File: config.mk
export PLATFORM = sky130hd
export DESIGN_NAME = icache_direct_flat
export DESIGN_NICKNAME = d
export VERILOG_FILES = /design/src/rtl/icache_direct_if.sv /design/src/rtl/icache_direct.sv /design/src/flat_wrapper.sv
export SDC_FILE = /design/constraint.sdc
export NUM_CORES = 1
export LEC_CHECK = 0
export ABC_CLOCK_PERIOD_IN_PS = 6280
export BUFFER_PORTS_ARGS = -buffer_cell sky130_fd_sc_hd__buf_2
export CORE_UTILIZATION = 55
export DETAILED_ROUTE_END_ITERATION = 10
export PLACE_DENSITY = 0.76
export SLEW_MARGIN = 20
export SYNTH_ARGS = -nofsm -noshare
export SYNTH_HDL_FRONTEND = slang
export SYNTH_SLANG_ARGS = --single-unit
File: constraint.sdc
create_clock -name CLK -period 6.28 [get_ports CLK]
set_clock_uncertainty 0.1 [all_clocks]
set_input_delay 0 -clock CLK [delete_from_list [all_inputs] [get_ports CLK]]
set_output_delay 0 -clock CLK [all_outputs]
set_load 0.01 [all_outputs]
File: src/rtl/icache_direct_if.sv
// Fetch-side and memory-side bus bundle for the direct-mapped instruction cache.
interface icache_direct_if #(
    parameter int unsigned WORD_W = 32,
    parameter int unsigned CNT_W  = 16
);
    logic              imemREN;
    logic [WORD_W-1:0] imemaddr;
    logic              ihit;
    logic [WORD_W-1:0] imemload;
    logic              flush;
    logic              iREN;
    logic [WORD_W-1:0] iaddr;
    logic              iwait;
    logic [WORD_W-1:0] iload;
    logic [CNT_W-1:0]  hit_count;
    logic [CNT_W-1:0]  miss_count;

    // Cache side
    modport slave (
        input  imemREN, imemaddr, flush, iwait, iload,
        output ihit, imemload, iREN, iaddr, hit_count, miss_count
    );

    // Datapath / memory-controller side
    modport master (
        output imemREN, imemaddr, flush, iwait, iload,
        input  ihit, imemload, iREN, iaddr, hit_count, miss_count
    );
endinterface

File: src/rtl/icache_direct.sv
// Direct-mapped, one-word-per-line instruction cache with blocking miss fill,
// global flush and saturating hit/miss counters.
module icache_direct #(
    parameter int unsigned SETS   = 16,
    parameter int unsigned WORD_W = 32,
    parameter int unsigned CNT_W  = 16
) (
    input  logic            CLK,
    input  logic            RST,
    icache_direct_if.slave  bus
);
    localparam int unsigned IDX_W = $clog2(SETS);
    localparam int unsigned TAG_W = WORD_W - IDX_W - 2;

    typedef enum logic {IDLE, FILL} state_e;

    state_e              state_q, state_d;
    logic [WORD_W-1:0]   miss_addr_q, miss_addr_d;
    logic                flush_pend_q, flush_pend_d;
    logic [SETS-1:0]     valid_q, valid_d;
    logic [TAG_W-1:0]    tag_q  [SETS];
    logic [WORD_W-1:0]   data_q [SETS];
    logic [CNT_W-1:0]    hit_cnt_q, hit_cnt_d;
    logic [CNT_W-1:0]    miss_cnt_q, miss_cnt_d;

    logic [IDX_W-1:0]    idx_c;
    logic [TAG_W-1:0]    tag_c;
    logic [IDX_W-1:0]    fill_idx_c;
    logic                hit_c;
    logic                fill_we_c;
    logic                unused_c;

    assign idx_c      = bus.imemaddr[IDX_W+1:2];
    assign tag_c      = bus.imemaddr[WORD_W-1:IDX_W+2];
    assign fill_idx_c = miss_addr_q[IDX_W+1:2];
    assign unused_c   = ^bus.imemaddr[1:0];

    // Zero-latency hit lookup; a flush in the same cycle suppresses the hit
    assign hit_c = (state_q == IDLE) && bus.imemREN && !bus.flush &&
                   valid_q[idx_c] && (tag_q[idx_c] == tag_c);

    assign bus.ihit       = hit_c;
    assign bus.imemload   = hit_c ? data_q[idx_c] : '0;
    assign bus.iREN       = (state_q == FILL);
    assign bus.iaddr      = miss_addr_q;
    assign bus.hit_count  = hit_cnt_q;
    assign bus.miss_count = miss_cnt_q;

    // Next-state: miss detection, fill completion and flush handling
    always_comb begin
        state_d      = state_q;
        miss_addr_d  = miss_addr_q;
        flush_pend_d = flush_pend_q;
        valid_d      = valid_q;
        fill_we_c    = 1'b0;
        case (state_q)
            IDLE: begin
                if (bus.flush) begin
                    valid_d = '0;
                end else if (bus.imemREN && !hit_c) begin
                    miss_addr_d = {bus.imemaddr[WORD_W-1:2], 2'b00};
                    state_d     = FILL;
                end
            end
            FILL: begin
                if (!bus.iwait) begin
                    state_d      = IDLE;
                    flush_pend_d = 1'b0;
                    if (flush_pend_q || bus.flush) begin
                        valid_d = '0;
                    end else begin
                        fill_we_c           = 1'b1;
                        valid_d[fill_idx_c] = 1'b1;
                    end
                end else if (bus.flush) begin
                    flush_pend_d = 1'b1;
                end
            end
            default: state_d = IDLE;
        endcase
    end

    // Saturating performance counters
    always_comb begin
        hit_cnt_d  = hit_cnt_q;
        miss_cnt_d = miss_cnt_q;
        if (hit_c && (hit_cnt_q != '1)) begin
            hit_cnt_d = hit_cnt_q + CNT_W'(1);
        end
        if ((state_q == IDLE) && (state_d == FILL) && (miss_cnt_q != '1)) begin
            miss_cnt_d = miss_cnt_q + CNT_W'(1);
        end
    end

    // Control state register with synchronous reset
    always_ff @(posedge CLK) begin
        if (RST) begin
            state_q      <= IDLE;
            miss_addr_q  <= '0;
            flush_pend_q <= 1'b0;
            valid_q      <= '0;
            hit_cnt_q    <= '0;
            miss_cnt_q   <= '0;
        end else begin
            state_q      <= state_d;
            miss_addr_q  <= miss_addr_d;
            flush_pend_q <= flush_pend_d;
            valid_q      <= valid_d;
            hit_cnt_q    <= hit_cnt_d;
            miss_cnt_q   <= miss_cnt_d;
        end
    end

    // Tag/data storage; no reset, and a reset edge blocks the fill write
    always_ff @(posedge CLK) begin
        if (!RST && fill_we_c) begin
            tag_q[fill_idx_c]  <= miss_addr_q[WORD_W-1:IDX_W+2];
            data_q[fill_idx_c] <= bus.iload;
        end
    end
endmodule

File: src/flat_wrapper.sv
// flat-port wrapper written by rule: the top's interface ports become plain ports
module icache_direct_flat 
#(
    parameter int unsigned SETS   = 16,
    parameter int unsigned WORD_W = 32,
    parameter int unsigned CNT_W  = 16
)
  (CLK, RST, bus_imemREN, bus_imemaddr, bus_flush, bus_iwait, bus_iload, bus_ihit, bus_imemload, bus_iREN, bus_iaddr, bus_hit_count, bus_miss_count);
  icache_direct_if #(.WORD_W(WORD_W), .CNT_W(CNT_W)) bus_i ();
  input  logic CLK;
  input  logic RST;
  input wire logic [$bits(bus_i.imemREN)-1:0] bus_imemREN;
  input wire logic [$bits(bus_i.imemaddr)-1:0] bus_imemaddr;
  input wire logic [$bits(bus_i.flush)-1:0] bus_flush;
  input wire logic [$bits(bus_i.iwait)-1:0] bus_iwait;
  input wire logic [$bits(bus_i.iload)-1:0] bus_iload;
  output wire logic [$bits(bus_i.ihit)-1:0] bus_ihit;
  output wire logic [$bits(bus_i.imemload)-1:0] bus_imemload;
  output wire logic [$bits(bus_i.iREN)-1:0] bus_iREN;
  output wire logic [$bits(bus_i.iaddr)-1:0] bus_iaddr;
  output wire logic [$bits(bus_i.hit_count)-1:0] bus_hit_count;
  output wire logic [$bits(bus_i.miss_count)-1:0] bus_miss_count;
  assign bus_i.imemREN = bus_imemREN;
  assign bus_i.imemaddr = bus_imemaddr;
  assign bus_i.flush = bus_flush;
  assign bus_i.iwait = bus_iwait;
  assign bus_i.iload = bus_iload;
  assign bus_ihit = bus_i.ihit;
  assign bus_imemload = bus_i.imemload;
  assign bus_iREN = bus_i.iREN;
  assign bus_iaddr = bus_i.iaddr;
  assign bus_hit_count = bus_i.hit_count;
  assign bus_miss_count = bus_i.miss_count;
  icache_direct #(.SETS(SETS), .WORD_W(WORD_W), .CNT_W(CNT_W)) u_core (.CLK(CLK), .RST(RST), .bus(bus_i));
endmodule
Word-level counts from Yosys, hierarchy flattened. Memory sizes are Yosys's and may differ from the RTL's. Index checks and enable logic that the tools add are counted.

Register bits after elaboration: 80. RAM bits: 928. Output and inout bits: 98. Memories kept: 2.

Memory list: u_core.data_q (words 16, bits a word 32, rd ports 1, clocked after memory_dff 0, write ports 1, RTL line icache_direct.sv:22) `logic [WORD_W-1:0] data_q [SETS];`; u_core.tag_q (words 16, bits a word 26, rd ports 1, clocked after memory_dff 0, write ports 1, RTL line icache_direct.sv:21) `logic [TAG_W-1:0] tag_q [SETS];`.

Add/sub/neg operators: 2. Order comparisons: 3. Equality and inequality tests: 6. Mux-type cells: 20. Bitwise gates (word level): 3. Reductions and logical operators: 17.

Operators by type and width (number): 16-bit two-way mux (3); 16-bit by 1-bit adder with 16-bit output, second input constant (2); 32-bit two-way mux (1); 16-bit != test, second input constant (2); 16-bit one-hot mux with 2 select lines (1); 26-bit equality test (1); 16-bit bitwise OR (1); 1-bit two-way mux (12); 1-bit logical AND (10); 4-bit by 5-bit less-than comparator with 1-bit output, second input constant (2); 2-bit != test, second input constant (3); 1-bit binary-select mux with 4-bit select (1); 1-bit demux with 4-bit select (1); 4-bit by 1-bit greater-or-equal comparator with 1-bit output, second input constant (1); 2-bit AND reduction (2); 1-bit logical NOT (3); 3-bit AND reduction (1); 1-bit NOT (2); 1-bit one-hot mux with 2 select lines (1); 1-bit logical OR (1).

Depth between registers and ports, before layout. Gate-level depths: netlist of run 1.

Depth in word-level cells: 12. Depth in mapped cells: 16.

Worst setup path after synthesis of run 1. Ideal clock, no wire load.

Path kind: reg-to-reg. Start point: reg u_core.state_q, in the netlist u_core.bus.iREN. End point: mem u_core.data_q[1][0], enable pin. Setup time: 0.545 ns. Arrival: 5.111 ns. Path slack: 0.524 ns. Stages on the path, launching flop included: 5. Buffers on the path: 0. Period minus slack after synthesis: 5.756 ns. Cell sequence: dfxtp_1 -> nand2b_1 -> nor4_1 -> nand3b_1 -> nor3_1.

Word-level cells in the longest chain between the ends: 4.

Ends and longest elaborated chain: start, declared (RTL line icache_direct.sv:17) `state_e state_q, state_d;`; start signal, assigned (RTL line icache_direct.sv:105) `state_q <= state_d;`; 1-bit two-way mux (RTL line icache_direct.sv:56) `case (state_q)`; 1-bit logical AND (RTL line icache_direct.sv:116) `if (!RST && fill_we_c) begin`; 1-bit two-way mux (RTL line icache_direct.sv:116); 1-bit two-way mux (implied by the code) (RTL line icache_direct.sv:118) `data_q[fill_idx_c] <= bus.iload;`; end, declared (RTL line icache_direct.sv:22).

No other way between the ends.

Worst setup path in the final report of run 1.
Start point: in bus_imemaddr[4]. End point: reg u_core.miss_addr_q[31], in the netlist u_core.bus.iaddr[31].

Word-level cells in the longest chain between the ends: 7. Elaborated cells on any way between the ends: 9.

Ends and longest elaborated chain: start, declared (RTL line flat_wrapper.sv:13) `input wire logic [$bits(bus_i.imemaddr)-1:0] bus_imemaddr;`; parallel branches: the longest is 3 deep, another holds memory 16 x 26 bit; 1-bit logical AND (*) (RTL line icache_direct.sv:40) `valid_q[idx_c] && (tag_q[idx_c] == tag_c);`; 1-bit logical NOT (*) (RTL line icache_direct.sv:60) `end else if (bus.imemREN && !hit_c) begin`; 1-bit logical AND (*) (RTL line icache_direct.sv:60); 3-bit AND reduction (no line) (*); end signal, assigned (RTL line icache_direct.sv:106) `miss_addr_q <= miss_addr_d;`; end, declared (RTL line icache_direct.sv:18) `logic [WORD_W-1:0] miss_addr_q, miss_addr_d;`.

Mark *: on every way between the ends. The select of a mux whose other input is x is not followed. A chain may end at the register's enable or synchronous reset.

==> results.py, run 1 <==
metrics = {
    "clock_tree": {
        "root_buffer": "clkbuf_16",
        "clkTransAtPathRegs_ns": 0.06,
        "cts_hold_repair.buffers": 90,
        "clock-sinks": 1008,
        "cts_buffer_depth": 3,
        "cts_resized": 0,
        "cts_tree": "built",
        "insertion_delay_ns": 0.66,
        "cts.htree.levels": 3,
        "post_cts_buffers": 0,
        "cts_buffers": 97,
    },
    "route": {
        "vias_per_cell": 6.31,
        "drtAntennaViolNets": 0,
        "post_drt_wl_per_cell_um": 28.3,
        "firstDrtPassIters": 5,
        "drc": 0,
        "num_vias": 20000,
        "totalWireLength_um": 89500,
        "drt_iter0_markers": 2142,
    },
    "setup_path": {
        "path_depth": 13,
        "cp_common_cell": "buf_4",
        "critical_path.endpoint_type": "flop",
        "crit_slowest_cell": "buf_4",
        "cp.arrival_ns": 4.87,
        "rr_worst_depth": 11,
        "worstPathMaxFanout": 57,
        "cp-start-kind": "input port",
        "crit_path_cell_trace": "buf_4 > buf_4 > mux4_2 > mux4_2 > xor2_1 > a2111oi_0 > buf_4 > nor4bb_4 > a21oi_4 > mux2i_1 > dlygate4sd3_1 > nor2_1 > dlygate4sd3_1",
        "cp_top_family": "buffers and inverters",
        "worst-path-buf-inv": 5,
        "timing_worst_setup_path_type": "input port to flop",
        "critical-path-max-stage-delay_ns": 0.72,
        "critPathRequiredTime_ns": 6.72,
    },
    "timing": {
        "post-route-period-util": 0.706,
        "clock.fmax_mhz": 226,
        "finalHoldViolations": 0,
        "worst_pin_slew_ns": 1.14,
        "setup_tns_ns": 0,
        "drv_slew": 0,
        "fin_ws_ns": 1.85,
        "finalSetupViolations": 0,
        "rsz0062_at_grt": "no",
        "slew_headroom": 0.235,
        "post-route-min-period_ns": 4.43,
    },
    "global_routing": {
        "met1_usage": 0.336,
        "grt_max_degree": 125,
        "use_met2": 0.424,
        "grt_first_pass_wirelength_um": 130000,
        "grt_pass1_vias": 20300,
        "grtUsageTotal": 0.251,
        "gr-usage-met3": 0.0421,
        "antenna_found_initial": 5,
        "busiest_layer": "met2",
        "gr-total-overflow": 0,
    },
    "cells_and_area": {
        "final_cells": 3164,
        "drive_above_1_share": 0.289,
        "fin_util": 0.643,
        "fill_cells": 4629,
        "area_growth_pct": 15.4,
        "final_nets": 2219,
    },
    "yosys": {
        "synth-seq-cells": 1008,
        "synth_edf_count": 928,
        "synthTopCellsByArea": "edfxtp_1 (71%), mux4_2 (15%), dfxtp_1 (4.1%)",
        "avgSynthCellArea_um2": 21.2,
        "synth.largest_area_cell": "edfxtp_1",
        "yosys.area.top_type_share": 0.712,
        "yosysWarnings": 0,
        "synthFlopType": "edfxtp_1",
        "synth_cell_types": 58,
        "synth_cells": 1849,
        "synth_area_um2": 39100,
        "yosysSeqAreaShare": 0.753,
        "synthArstFlopShare": 0,
    },
    "power": {
        "p_leak_nw": 14.6,
        "ir_drop_uv": 308,
        "power.density_nw_per_um2": 301,
    },
    "placed_design": {
        "gp_congestion": 0.801,
        "dpl.hpwl_um": 46700,
        "dp_cells": 2898,
        "post-place-ws_ns": 1.73,
        "portBuffers": 162,
    },
    "outcome": {
        "status": "completed",
    },
    "die": {
        "ioPinCount": 167,
        "dieWidth_um": 269,
        "fp.coreArea_um2": 70100,
        "initial_core_util": 0.558,
        "die_area_um2": 72200,
        "die_height_um": 269,
        "rows": 97,
    },
    "run": {
        "cap_violations": 0,
    },
    "hold_path": {
        "hp-class": "input port to flop",
        "whs_path_depth": 3,
    },
}
[metal layers]
layer / vias to the layer above / routed length, um
li1: 8292 / -
met1: 10500 / 34400
met2: 972 / 46100
met3: 157 / 6730
met4: 2 / 2280
met5: - / 13
[flip-flops by register name, indices dropped and copies added (netlist names)]
name                   flops
u_core.bus.miss_count     16
u_core.bus.iaddr          30
u_core.valid_q            16
u_core.data_q            512
u_core.bus.iREN            1
u_core.bus.hit_count      16
u_core.tag_q             416
u_core.flush_pend_q        1
[synthesized netlist by cell type, drive strengths merged (2+ instances only)]
library cell    n
or4             2
nand3          21
a21o            2
o21ai          26
nand3b          3
a32oi           2
nand2b         14
mux2            4
or3            14
a22oi           2
nand4          11
a21oi          26
mux4          269
inv             7
nand2          18
and3           40
nor4b           2
xor2           10
nor3           13
dfxtp          80
ha              2
nor2           78
a221oi          8
xnor2          23
mux2i          70
nand4b          9
nor4            5
and2            6
and4            4
o21a           16
clkbuf         56
edfxtp        928
nor2b           9
buf            46
a22o            4
[cells by family (layout without fill, tap and decap cells)]
group,count (synthesis),count (layout),share of synthesized area
other,1,7,0.0000959
flip-flops,1008,1008,0.753
XOR/XNOR,33,33,0.00739
AND/OR/NAND/NOR,254,254,0.0349
adder cells (fa/ha/maj),2,2,0.000640
AO/OA/AOI/OAI,98,98,0.0162
buffers and inverters,110,479,0.0134
multiplexers,343,343,0.174
[through the flow]
| stage | power, mW | cell area, um^2 | hold WS [ns] |
|---|---|---|---|
| after floorplan | 7.87 | 39100 | -0.00113 |
| after global placement | 8.04 | 41200 | 0.156 |
| after detailed placement | 8.06 | 41200 | 0.175 |
| after CTS | 13.6 | 45100 | 0.0204 |
| after global routing | 13.9 | 45100 | 0.0720 |
| final | 13.6 | 45100 | 0.0605 |
[worst reg2reg max path, stage by stage, from the launching register on]
cell and delay (ns):
edfxtp_1 0.36, mux4_2 0.48, mux4_2 0.51, xor2_1 0.19, a2111oi_0 0.38, buf_4 0.21
nor4bb_4 0.41, a21oi_4 0.26, mux2i_1 0.21, dlygate4sd3_1 0.56, nor2_1 0.04, dlygate4sd3_1 0.59
[cells in the final DEF, fill, tap and decap left out, drive strengths merged, types with 18 or more instances in the layout]
cell type,netlist,layout
edfxtp,928,928
nand3,21,21
mux4,269,269
xnor2,23,23
dfxtp,80,80
clkbuf,56,113
mux2i,70,70
buf,46,211
nor2,78,78
dlygate4sd3,0,90
a21oi,26,26
clkinv,1,41
o21ai,26,26
nand2,18,18
and3,40,40
[final cells by class]
type	instances	area [um^2]	area share
well taps	940	1180	0.0261
flip-flops and latches	1008	29500	0.653
multi-input cells	732	9260	0.205
repair buffers	301	2180	0.0483
inverters	8	31.3	0.000693
clock inverters	57	500	0.0111
diodes	5	12.5	0.000277
clock buffers	113	2510	0.0556
[final timing paths]
check | from | end | slack (ns)
worst min register to register | u_core.valid_q[9]$_SDFFE_PP0P_ | u_core.valid_q[9]$_SDFFE_PP0P_ | 0.37
worst min-delay path | bus_imemaddr[4] | u_core.bus.iaddr[4]$_SDFFE_PP0P_ | 0.06
worst max register to register | u_core.tag_q[7][13]$_DFFE_PP_ | u_core.bus.iaddr[31]$_SDFFE_PP0P_ | 1.88
worst max-delay path | bus_imemaddr[4] | u_core.bus.iaddr[31]$_SDFFE_PP0P_ | 1.85
[report_power, final]
part,total [mW],internal (mW),switching (mW)
sequential,7.38,7.33,0.0462
clock,5.60,3.15,2.45
combinational,0.589,0.283,0.306
total,13.6,10.8,2.80
No activity file was read; power rests on OpenSTA's default activity.
==> run 2: changes to the inputs <==
--- a/config.mk
+++ b/config.mk
@@ -5,11 +5,11 @@
 export SDC_FILE = /design/constraint.sdc
 export NUM_CORES = 1
 export LEC_CHECK = 0
-export ABC_CLOCK_PERIOD_IN_PS = 6280
+export ABC_CLOCK_PERIOD_IN_PS = 3550
 export BUFFER_PORTS_ARGS = -buffer_cell sky130_fd_sc_hd__buf_2
 export CORE_UTILIZATION = 55
 export DETAILED_ROUTE_END_ITERATION = 10
-export PLACE_DENSITY = 0.76
+export PLACE_DENSITY = 0.79
 export SLEW_MARGIN = 20
 export SYNTH_ARGS = -nofsm -noshare
 export SYNTH_HDL_FRONTEND = slang
==> constraint.sdc (replaced) <==
create_clock -name CLK -period 3.55 [get_ports CLK]
set_clock_uncertainty 0.1 [all_clocks]
set_input_delay 0 -clock CLK [delete_from_list [all_inputs] [get_ports CLK]]
set_output_delay 0 -clock CLK [all_outputs]
set_load 0.01 [all_outputs]
==> run 2 against run 1 <==
  * The run now ends with setup timing left
  * Via count up 4.1%
  * Final area grew 4.2%
  * Sequential power grew 78%
  * Die area stayed put
  * Sequential share of layout area down 2.6 points
  * Flip-flop and latch count did not move
  * Critical path depth is 3 lower
  * First-iteration DRC count grew 17%
  * Wire length up 8.4%
  * Final cell count is 1.9% higher
  * Global-route usage is 2.1 points higher
==> results.py, run 2 (same netlist as run 1, synthesis figures left out) <==
metrics = {
    "die": {
        "rows": 97,
        "die_height_um": 269,
        "initial_core_util": 0.558,
        "fp.coreArea_um2": 70100,
        "die_area_um2": 72200,
        "dieWidth_um": 269,
        "ioPinCount": 167,
    },
    "setup_path": {
        "cp.arrival_ns": 3.77,
        "regToRegEndpoint": "u_core.bus.iaddr[7]$_SDFFE_PP0P_",
        "r2r_setup_slack_ns": -0.15,
        "worstPathMaxFanout": 8,
        "cp-start-kind": "flop",
        "critPathRequiredTime_ns": 3.45,
        "critical_path.endpoint_type": "primary output",
        "crit_slowest_cell": "mux4_2",
        "rr_worst_depth": 13,
        "crit_path_cell_trace": "mux4_2 > mux4_2 > xnor2_2 > and4_4 > nor4bb_4 > buf_12 > buf_12 > buf_16 > and3_4 > buf_6",
        "critical-path-max-stage-delay_ns": 0.50,
        "timing_worst_setup_path_type": "flop to primary output",
        "r2r-start": "u_core.tag_q[7][15]$_DFFE_PP_",
    },
    "hold_path": {
        "hp-start": "bus_imemaddr[10]",
        "whs_endpoint": "u_core.bus.iaddr[10]$_SDFFE_PP0P_",
        "hp-class": "input port to flop",
        "whs_path_depth": 4,
    },
    "route": {
        "drt_iter0_markers": 2496,
        "post_drt_wl_per_cell_um": 30.1,
        "num_vias": 20800,
        "vias_per_cell": 6.45,
        "firstDrtPassIters": 7,
        "drc": 0,
        "totalWireLength_um": 97000,
        "drtAntennaViolNets": 0,
    },
    "global_routing": {
        "grt_max_degree": 105,
        "grt_pass1_vias": 21200,
        "antenna_found_initial": 2,
        "grt_first_pass_wirelength_um": 139000,
        "gr-total-overflow": 0,
        "grtUsageTotal": 0.272,
    },
    "cells_and_area": {
        "final_cell_mix": "edfxtp_1 (928), mux4_2 (269), buf_2 (130), clkbuf_16 (103), dfxtp_1 (80)",
        "largest_reg_flops": 512,
        "fin_util": 0.671,
        "final_nets": 2270,
        "final_common_cell": "edfxtp_1",
        "area_growth_pct": 20.3,
        "drive_above_1_share": 0.343,
        "fill_cells": 4282,
        "regMostFlops": "u_core.data_q",
    },
    "placed_design": {
        "portBuffers": 162,
        "dpl.hpwl_um": 49100,
        "gp_congestion": 0.825,
    },
    "clock_tree": {
        "clock-sinks": 1008,
        "cts.htree.levels": 3,
        "cts_tree": "built",
        "cts_buffers": 98,
        "root_buffer": "clkbuf_16",
        "insertion_delay_ns": 0.68,
        "clkTransAtPathRegs_ns": 0.07,
        "cts_buffer_depth": 3,
    },
    "power": {
        "ir_drop_uv": 722,
        "p_leak_nw": 15.2,
        "finalPower_mw": 25.0,
        "power.density_nw_per_um2": 532,
    },
    "timing": {
        "finalSetupViolations": 75,
        "fin_ws_ns": -0.322,
        "slew_headroom": 0.330,
        "finalHoldViolations": 0,
        "post-route-period-util": 1.09,
        "post-route-min-period_ns": 3.87,
        "worst_pin_slew_ns": 1.00,
        "rsz0062_at_grt": "yes",
        "drv_slew": 0,
        "clock.fmax_mhz": 258,
    },
    "run": {
        "cap_violations": 0,
    },
    "outcome": {
        "status": "finished with violations",
        "violations": "setup timing",
    },
}
==> run 2: changes by cell type in the layout (fill, tap and decap cells not counted), sizes merged <==
cell and change:
dlygate4sd3 -25, bufbuf +1, clkinvlp -1, or3 +1
diode -4, buf +69, bufinv +7, inv -2
clkbuf +15
==> run 2: power by group <==
group / switching (mW) / leakage (nW) / total [mW] / internal, mW
Sequential: 0.0852 / 8.74 / 13.1 / 13.0
Combinational: 0.592 / 4.86 / 1.16 / 0.570
Clock: 4.53 / 1.63 / 10.8 / 6.28
Total: 5.21 / 15.2 / 25.0 / 19.8
==> run 2: timing repair <==
item	CTS	global route
pin swaps	7	24
hold buffers	65	0
hold endpoints to repair	547	0
setup buffers	9	5
setup endpoints to repair	52	89
gates resized for setup	68	40
cloned	4	5
==> run 2: final cells by class <==
type                            instances  area, um^2  share of cell area
Timing Repair Buffer                  350        3360              0.0714
Clock inverter                         61         759              0.0161
Antenna cell                            1        2.50           0.0000532
Sequential cell                      1008       29500               0.626
Tap cell                              940        1180              0.0250
Inverter                                8        31.3            0.000665
Clock buffer                          124        2610              0.0555
Multi-Input combinational cell        733        9630               0.205
==> run 2: worst max path at each step <==
stage,startpoint,end,slack (ns),depth (start not counted)
after floorplan,u_core.bus.iREN$_SDFF_PP0_,u_core.data_q[5][0]$_DFFE_PP_,-0.66,4
after global placement,bus_imemaddr[3],u_core.bus.hit_count[5]$_SDFFE_PP0P_,-0.02,13
after detailed placement,u_core.tag_q[10][13]$_DFFE_PP_,u_core.bus.hit_count[5]$_SDFFE_PP0P_,-0.11,10
after CTS,u_core.tag_q[7][15]$_DFFE_PP_,bus_imemload[3],-0.34,11
after global routing,u_core.tag_q[11][23]$_DFFE_PP_,bus_imemload[28],-0.40,11
final,u_core.tag_q[7][15]$_DFFE_PP_,bus_imemload[31],-0.32,10
==> run 2: per-layer routing <==
metal / vias to the layer above / wire (um) / track usage
met3: 230 / 8890 / 0.0553
met5: - / 34 / 0
met4: 4 / 2950 / 0.0909
met1: 10900 / 35700 / 0.360
li1: 8424 / - / -
met2: 1261 / 49400 / 0.455
==> run 2: stage by stage <==
step,cell area [um^2],worst slack [ns],std cells,hold slack (ns),TNS [ns]
6_report,47000,-0.322,3225,0.0804,-11.40
5_1_grt,47000,-0.403,3224,0.0813,-18.47
4_1_cts,46800,-0.342,3219,0.0434,-9.84
3_5_place_dp,42200,-0.107,2956,0.180,-0.563
3_3_place_gp,42200,-0.0178,2956,0.170,-0.0178
2_1_floorplan,39100,-0.656,1850,-0.00113,-541.26
==> run 2: critical path: cells and delay by family (launching register included) <==
kind                      cells  cell delay (ns)
xor gates and xnor gates      1             0.27
and+or+nand+nor               3             0.85
DFF                           1             0.38
buffers and inverters         4             0.59
muxes                         2             0.98
